--- src/rtl/detector_xicara_if.sv ---
// Signal bundle between detector_xicara and its environment: the sensor_xicara
// handshake (medir/pronto/timeout/tem_xicara) plus enable and status outputs.
interface detector_xicara_if;
  logic       habilita;
  logic       tem_xicara;
  logic       pronto;
  logic       timeout;
  logic       medir;
  logic       xicara_presente;
  logic       xicara_mudou;
  logic       erro_sensor;
  logic [2:0] db_estado;

  modport master (
    output habilita, tem_xicara, pronto, timeout,
    input  medir, xicara_presente, xicara_mudou, erro_sensor, db_estado
  );

  modport slave (
    input  habilita, tem_xicara, pronto, timeout,
    output medir, xicara_presente, xicara_mudou, erro_sensor, db_estado
  );
endinterface

--- src/rtl/detector_xicara.sv ---
// detector_xicara: schedules sensor_xicara measurements, debounces cup presence and
// escalates repeated failures. Define DETECTOR_XICARA_WATCHDOG_EN for the AGUARDA watchdog.
module detector_xicara #(
  parameter int PERIODO       = 5000000,
  parameter int N_CONFIRMA    = 3,
  parameter int MAX_FALHAS    = 2,
  parameter int LIMITE_ESPERA = 60000000
) (
  input logic              clock,
  input logic              reset,
  detector_xicara_if.slave bus
);
  typedef enum logic [2:0] {
    INICIAL = 3'd0,
    MEDE    = 3'd1,
    AGUARDA = 3'd2,
    AVALIA  = 3'd3,
    ESPERA  = 3'd4,
    ERRO    = 3'd5
  } estado_t;

  localparam int WP = (PERIODO > 1) ? $clog2(PERIODO) : 1;
  localparam int WC = $clog2(N_CONFIRMA + 1);
  localparam int WF = $clog2(MAX_FALHAS + 1);
  localparam logic [WP-1:0] FIM_ESPERA = WP'(PERIODO - 1);
  localparam logic [WC-1:0] CONF_MAX   = WC'(N_CONFIRMA);
  localparam logic [WF-1:0] FALHA_MAX  = WF'(MAX_FALHAS);

  if (PERIODO < 1 || N_CONFIRMA < 1 || MAX_FALHAS < 1 || LIMITE_ESPERA < 1) begin : g_param_invalido
    $error("detector_xicara: all parameters must be >= 1");
  end

  estado_t       estado;
  logic [WP-1:0] cont_espera;
  logic [WC-1:0] cont_conf;
  logic [WF-1:0] cont_falha;
  logic          candidato;
  logic          amostra;
  logic          amostra_valida;
  logic          medir;
  logic          presente;
  logic          mudou;
  logic          erro;
  logic          estouro;
  logic [WC-1:0] conf_nova;
  logic [WF-1:0] falha_nova;

`ifdef DETECTOR_XICARA_WATCHDOG_EN
  localparam int WW = (LIMITE_ESPERA > 1) ? $clog2(LIMITE_ESPERA) : 1;
  localparam logic [WW-1:0] FIM_WD = WW'(LIMITE_ESPERA - 1);
  logic [WW-1:0] cont_wd;

  // Silence in AGUARDA for LIMITE_ESPERA cycles is handled like a timeout.
  always_ff @(posedge clock or negedge reset) begin
    if (!reset)
      cont_wd <= '0;
    else if (estado != AGUARDA || !bus.habilita)
      cont_wd <= '0;
    else if (cont_wd != FIM_WD)
      cont_wd <= cont_wd + 1'b1;
  end

  assign estouro = (estado == AGUARDA) && (cont_wd == FIM_WD);
`else
  assign estouro = 1'b0;
`endif

  always_comb begin
    conf_nova = WC'(1);
    if (amostra == candidato)
      conf_nova = (cont_conf == CONF_MAX) ? cont_conf : cont_conf + 1'b1;
    falha_nova = (cont_falha == FALHA_MAX) ? cont_falha : cont_falha + 1'b1;
  end

  // Dropping habilita behaves like a soft reset that never pulses xicara_mudou.
  always_ff @(posedge clock or negedge reset) begin
    if (!reset) begin
      estado         <= INICIAL;
      cont_espera    <= '0;
      cont_conf      <= '0;
      cont_falha     <= '0;
      candidato      <= 1'b0;
      amostra        <= 1'b0;
      amostra_valida <= 1'b0;
      medir          <= 1'b0;
      presente       <= 1'b0;
      mudou          <= 1'b0;
      erro           <= 1'b0;
    end else if (!bus.habilita) begin
      estado         <= INICIAL;
      cont_espera    <= '0;
      cont_conf      <= '0;
      cont_falha     <= '0;
      candidato      <= 1'b0;
      amostra        <= 1'b0;
      amostra_valida <= 1'b0;
      medir          <= 1'b0;
      presente       <= 1'b0;
      mudou          <= 1'b0;
      erro           <= 1'b0;
    end else begin
      medir <= 1'b0;
      mudou <= 1'b0;
      case (estado)
        INICIAL: begin
          estado <= MEDE;
          medir  <= 1'b1;
        end
        MEDE: begin
          estado         <= AGUARDA;
          amostra_valida <= 1'b0;
        end
        AGUARDA: begin
          if (bus.pronto) begin
            amostra        <= bus.tem_xicara;
            amostra_valida <= 1'b1;
            estado         <= AVALIA;
          end else if (bus.timeout || estouro) begin
            amostra_valida <= 1'b0;
            estado         <= AVALIA;
          end
        end
        AVALIA: begin
          cont_espera <= '0;
          if (amostra_valida) begin
            cont_falha <= '0;
            erro       <= 1'b0;
            candidato  <= amostra;
            cont_conf  <= conf_nova;
            if (conf_nova == CONF_MAX && amostra != presente) begin
              presente <= amostra;
              mudou    <= 1'b1;
            end
            estado <= ESPERA;
          end else begin
            cont_falha <= falha_nova;
            candidato  <= 1'b0;
            cont_conf  <= '0;
            // A persistent fault must not leave a stale "cup present" reported.
            if (falha_nova == FALHA_MAX) begin
              erro     <= 1'b1;
              presente <= 1'b0;
              mudou    <= presente;
              estado   <= ERRO;
            end else begin
              estado <= ESPERA;
            end
          end
        end
        ESPERA, ERRO: begin
          if (cont_espera == FIM_ESPERA) begin
            cont_espera <= '0;
            estado      <= MEDE;
            medir       <= 1'b1;
          end else begin
            cont_espera <= cont_espera + 1'b1;
          end
        end
        default: estado <= INICIAL;
      endcase
    end
  end

  assign bus.medir           = medir;
  assign bus.xicara_presente = presente;
  assign bus.xicara_mudou    = mudou;
  assign bus.erro_sensor     = erro;
  assign bus.db_estado       = estado;
endmodule
--- src/flat_wrapper.sv ---
// flat-port wrapper written by rule: the top's interface ports become plain ports
module detector_xicara_flat 
#(
  parameter int PERIODO       = 5000000,
  parameter int N_CONFIRMA    = 3,
  parameter int MAX_FALHAS    = 2,
  parameter int LIMITE_ESPERA = 60000000
)
  (clock, reset, bus_habilita, bus_tem_xicara, bus_pronto, bus_timeout, bus_medir, bus_xicara_presente, bus_xicara_mudou, bus_erro_sensor, bus_db_estado);
  detector_xicara_if bus_i ();
  input logic clock;
  input logic reset;
  input wire logic [$bits(bus_i.habilita)-1:0] bus_habilita;
  input wire logic [$bits(bus_i.tem_xicara)-1:0] bus_tem_xicara;
  input wire logic [$bits(bus_i.pronto)-1:0] bus_pronto;
  input wire logic [$bits(bus_i.timeout)-1:0] bus_timeout;
  output wire logic [$bits(bus_i.medir)-1:0] bus_medir;
  output wire logic [$bits(bus_i.xicara_presente)-1:0] bus_xicara_presente;
  output wire logic [$bits(bus_i.xicara_mudou)-1:0] bus_xicara_mudou;
  output wire logic [$bits(bus_i.erro_sensor)-1:0] bus_erro_sensor;
  output wire logic [$bits(bus_i.db_estado)-1:0] bus_db_estado;
  assign bus_i.habilita = bus_habilita;
  assign bus_i.tem_xicara = bus_tem_xicara;
  assign bus_i.pronto = bus_pronto;
  assign bus_i.timeout = bus_timeout;
  assign bus_medir = bus_i.medir;
  assign bus_xicara_presente = bus_i.xicara_presente;
  assign bus_xicara_mudou = bus_i.xicara_mudou;
  assign bus_erro_sensor = bus_i.erro_sensor;
  assign bus_db_estado = bus_i.db_estado;
  detector_xicara #(.PERIODO(PERIODO), .N_CONFIRMA(N_CONFIRMA), .MAX_FALHAS(MAX_FALHAS), .LIMITE_ESPERA(LIMITE_ESPERA)) u_core (.clock(clock), .reset(reset), .bus(bus_i));
endmodule
--- config.mk ---
export PLATFORM = sky130hd
export DESIGN_NAME = detector_xicara_flat
export DESIGN_NICKNAME = d
export VERILOG_FILES = /design/src/rtl/detector_xicara_if.sv /design/src/rtl/detector_xicara.sv /design/src/flat_wrapper.sv
export SDC_FILE = /design/constraint.sdc
export NUM_CORES = 1
export LEC_CHECK = 0
export BUFFER_PORTS_ARGS = -buffer_cell sky130_fd_sc_hd__buf_2
export CORE_MARGIN = 4
export CORE_UTILIZATION = 45
export DETAILED_ROUTE_END_ITERATION = 6
export GPL_ROUTABILITY_DRIVEN = 0
export GPL_TIMING_DRIVEN = 0
export PLACE_DENSITY = 0.61
export RECOVER_POWER = 25
export SLEW_MARGIN = 5
export SYNTH_ARGS = -nofsm -noshare
export SYNTH_HDL_FRONTEND = slang
export SYNTH_SLANG_ARGS = --single-unit
--- constraint.sdc ---
create_clock -name clock -period 4.6 [get_ports clock]
set_clock_uncertainty 0.2 [all_clocks]
set_input_delay 0.23 -clock clock [delete_from_list [all_inputs] [get_ports clock]]
set_output_delay 0.23 -clock clock [all_outputs]
set_load 0.01 [all_outputs]
After elaboration in Yosys (flattened, before gate mapping)
Cells that the tools add are included.
W data, S select, Z words.
- add/sub/neg operators: 3
- reductions and logical operators: 8
- equal/unequal tests: 21
- multiplexer cells: 46
- operators with widths (cell ; number):
    $mux W23 ; 2
    $pmux W23 S2 ; 1
    $mux W1 ; 26
    $add A23 B1 Y23 const B ; 1
    $eq A23 B23 Y1 const B ; 1
    $mux W2 ; 9
    $mux W3 ; 5
    $pmux W3 S5 ; 1
    $ne A3 B1 Y1 const B ; 3
    $eq A2 B2 Y1 const B ; 4
    $reduce_and A2 Y1 ; 4
    $eq A3 B2 Y1 const B ; 2
    $eq A3 B3 Y1 const B ; 2
    $ne A2 B1 Y1 const B ; 3
    $add A2 B1 Y2 const B ; 2
    $ne A4 B4 Y1 const B ; 1
    $pmux W1 S2 ; 2
    $eq A3 B1 Y1 const B ; 1
    $logic_not A3 Y1 ; 1
    $ne A3 B2 Y1 const B ; 1
    $ne A3 B3 Y1 const B ; 1
    $reduce_and A3 Y1 ; 1
    $reduce_or A2 Y1 ; 1
    $eq A1 B1 Y1 ; 1
    2 further kinds ; 2
- logic and storage cells: 89
- output and inout port bits: 7
- bits of input ports: 6
- register bits: 37

Longest topological paths before layout
- depth in word-level cells: 9
- gate-level depth with buffers: 8
- gate-level depth less buffers: 7

Worst setup path after synthesis
OpenSTA, ideal clock, no wires.
- path type: register -> register
- start: reg u_core.cont_espera[10]
- end: reg u_core.cont_espera[22]
- buffers on the path: 1
- data required time: 4276 ps
- slack: 2474 ps
- data arrival time: 1802 ps
- library setup time: 124 ps
- cell stages (with the launch flop): 7
- period minus slack after synthesis: 2126 ps
- cells stage by stage: dfrtp_1 -> or4_4 -> nor4_4 -> a21o_2 -> buf_6 -> nor3_1 -> a211o_1
- longest elaborated chain between the ends: 4
- elaborated cells between the ends (all ways): 5
- those cells by class: 1 x add/sub; 1 x eq/ne; 3 x mux
- RTL lines (what ; RTL line ; text):
    start: declaration ; detector_xicara.sv:34 ; logic [WP-1:0] cont_espera;
    start signal: assignment ; detector_xicara.sv:156 ; cont_espera <= cont_espera + 1'b1;
    $add A23 B1 Y23 / $eq A23 B23 Y1 (equally long branches) ; detector_xicara.sv:156, detector_xicara.sv:151 ;
    $mux W23 (*) ; detector_xicara.sv:151 ; if (cont_espera == FIM_ESPERA) begin
    $pmux W23 S2 (*) ; detector_xicara.sv:104 ; case (estado)
    $mux W23 (*) ; detector_xicara.sv:89 ; end else if (!bus.habilita) begin
Mark *: on every way between the ends. The rest lies on a longest branch, timed or not.
A chain may end at the register's enable or synchronous reset.

Worst setup path after layout
- start: reg u_core.estado[1] (netlist: u_core.bus.db_estado[1])
- end: reg u_core.cont_espera[2]
- longest elaborated chain between the ends: 4
- elaborated cells between the ends (all ways): 7
- those cells by class: 4 x eq/ne; 2 x mux; 1 x reduce/logical
- RTL lines (what ; RTL line ; text):
    start: declaration ; detector_xicara.sv:33 ; estado_t estado;
    start signal: assignment ; detector_xicara.sv:78 ; estado <= INICIAL;
    start signal: assignment ; detector_xicara.sv:90 ; estado <= INICIAL;
    start signal: assignment ; detector_xicara.sv:106 ; estado <= MEDE;
    $eq A3 B3 Y1 ; detector_xicara.sv:104 ;
    $reduce_or A2 Y1 ; detector_xicara.sv:104 ;
    $pmux W23 S2 ; detector_xicara.sv:104 ;
    $mux W23 ; detector_xicara.sv:89 ;
Several ways; a longest one is shown, not always the timed one.

==> summary.txt <==
Logic synthesis
  – Synth top cells by count: 37 x dfrtp_1, 34 x nand2_1, 21 x a21oi_1
  – Sequential area share after synthesis: 44.7%
  – Register bit total from synthesis: 37
  – Synth Cell Area: approximately 0.0021 sq mm
  – EDFF count, synth: 0
  – Post-Synth XOR/XNOR Area: less than 1%
  – Ys Warns: 0
  – Synth Area in Adders: 1.21%
  – Count leader, synth: dfrtp_1
  – Ys flop type: dfrtp_1
  – Top cell type's share of synthesized area: ~45%
  – Yosys cell types: 51
  – Post-synthesis cell count: 237
  – Multiplexer share of the synthesized area: less than 1%
  – Syn Nets: 245
  – Syn_area_per_cell: 8.74 sq um
  – Synth Area in Compound Gates: around 20%
  – Top cells by area, synth: dfrtp_1 45%, nand2_1 6.2%, a21oi_1 5.1%
  – FFs w/ async S/R, synth: 100%
  – Main combinational cell family by area after synthesis: simple AND/OR/NAND/NOR gates
  – Cell taking the most area after synthesis: dfrtp_1
  – Simple-Gate Fraction of Synth Area: between 20% and 30%

Clocking
  – CTS Hold Bufs: 1
  – CTS tree: done
  – Clock Sink Count: 37
  – Worst-case clock buffer depth: 2
  – Root Buffer: clkbuf_8
  – Clk_lat worst skew: about 0.29 ns
  – Reg clk slew, reported paths: roughly 0.070 ns
  – H-tree level count: 2
  – TritonCTS Buffers: 5
  – Postcts setup bufs: 0
  – Post-CTS sizing: 0

Run
  – Max Cap Viol: 1

GRT
  – Largest net degree at the start of global routing: 38
  – Gr usage total: 18.8%
  – First-pass GRT wire length: 8140 um
  – Remaining global-route overflow: 0
  – Via count of the first global-routing pass: 1657
  – Initial antenna violation count: 0

STA
  – Max-slew headroom at the worst pin: -31.9%
  – Worst slew pin tran: 1.98 ns
  – Hold Violations, Final: 0
  – RSZ-0062 raised after global routing: false
  – Setup TNS: 0 ns
  – Fin crit share: a little over half
  – Fmax: slightly above 400 MHz
  – Fin crit period: 2.44 ns
  – Setup violators final: 0
  – Hold Slack: approximately 0.015 ns
  – Max-slew violations: 38

Worst setup path
  – Worst Path Arrival: between 2 and 2.5 ns
  – Worst-path fanout max: 10
  – Worst EP required: 4.56 ns
  – Crit Path Category: reg2reg
  – Startpoint types: register
  – CP endpoint kind: register

Floorplanning
  – Initial Utilization: between 40% and 50%
  – Die Wd: 75.8 um
  – Die Height: 75.8 um
  – IO Count: 13
  – Die ar.: roughly 0.0058 sq mm
  – Num rows: 24
  – CORE AREA: 0.00441 sq mm

Layout
  – Synth-to-layout area growth: 9.91%
  – Nets: 265
  – Fin util: about half
  – Antenna diodes: 0
  – Share of layout cells above drive strength 1: 8.14%

Power and ir drop
  – Leak pwr: 0.877 nW
  – Worst vdd ir: 0.135 mV
  – Pwr per Cell Area: between 200 and 300 mW/mm^2

Run status
  – Status: finished, violations left
  – Failing checks: max-capacitance violations, max-slew violations

Routing
  – Drt drc: 0
  – Met1 WL: 2460 um
  – WL met2: 2100 um
  – First-pass iteration count of the detailed router: 4
  – Antenna Nets Post-Route: 0
  – Vias post-DR: 1835
  – Post-Route WL: ~4800 um
  – Via density: around 6
  – Avg WL per Cell: 15.6 um
  – Initial drt markers: 65
  – Highest metal used: met4
  – Metal3 WL: 200 um

Place
  – IO Port Bufs: 12
  – Dpl hpwl: 3360 um

Hold path
  – Hold Path Class: in2reg
## layout by cell type, fill, tap and decap left out, types with 3 or more instances in the layout
cell type   n
nand4_1     4
clkbuf_1   18
o21ai_0    15
dfrtp_1    37
nand2_1    34
a31oi_1     9
nor2_1     12
clkbuf_8    5
buf_2       6
nand3b_1    4
nor3_1      6
a21oi_1    21
or3_1       5
nand3_1    18
inv_1      12
and3_1      3
## where the power goes
group / internal [mW] / total (mW) / switching, mW
logic: 0.0329 / 0.0962 / 0.0632
registers: 0.337 / 0.345 / 0.00881
clock network: 0.108 / 0.217 / 0.109
## layout make-up
class                      count  area, sq um
buffer                        11         58.8
multi-input combinational    177         1040
clock buffer                   8         80.1
fill                         431         2140
inverter                      12         45.0
sequential                    37          926
tap                           52         65.1
timing repair buffer          13         60.1
## flip-flops by register name, summed over array words and instances (netlist names)
name	count
u_core.bus.erro_sensor	1
u_core.cont_espera	23
u_core.amostra_valida	1
u_core.cont_falha	2
u_core.bus.medir	1
u_core.candidato	1
u_core.bus.db_estado	3
u_core.cont_conf	2
u_core.bus.xicara_presente	1
u_core.bus.xicara_mudou	1
u_core.amostra	1
## stage by stage
stage               total power, mW  instances  cell area, sq um  setup WS, ns
floorplan                     0.414        237              2070          2.47
global placement              0.448        301              2200          2.20
detailed placement            0.449        301              2200          2.19
CTS                           0.670        310              2290          2.16
global route                  0.696        310              2280          1.77
finish                        0.658        310              2280          2.16
## cell families (layout without fill, tap and decap cells)
group,count (synthesis),after routing
fa+ha+maj,2,2
buf+inv,23,44
xor+xnor,2,2
mux,2,2
simple gates,105,105
flops,37,37
compound gates,66,66
## per-layer routing
metal  global-route usage [%]  vias up
met5                        0        -
met4                     6.21        0
met3                     3.30        5
met2                     28.5       40
met1                     27.1      884
li1                         -      906
## critical path: stages (launching register included)
cell	delay [ns]
dfrtp_1	0.39
clkbuf_1	0.37
nand3b_1	0.32
nand3_1	0.26
clkbuf_1	0.43
o21ai_0	0.17
nand2_1	0.09
o21ai_0	0.07
## path summary, 6_finish.rpt
path / slack (ns) / startpoint / end / depth (start not counted)
setup reg to reg: 2.16 / u_core.bus.db_estado[1] / u_core.cont_espera[2] / 7
max in group asynchronous: 2.22 / reset / u_core.bus.xicara_presente / 2
hold reg to reg: 0.32 / u_core.cont_falha[1] / u_core.cont_falha[1] / 2
min in group asynchronous: 0.84 / reset / u_core.bus.medir / 2
setup / recovery: 2.16 / u_core.bus.db_estado[1] / u_core.cont_espera[2] / 7
hold / removal: 0.02 / bus_tem_xicara / u_core.amostra / 3
Note: power is estimated with default switching activity, not from simulation.
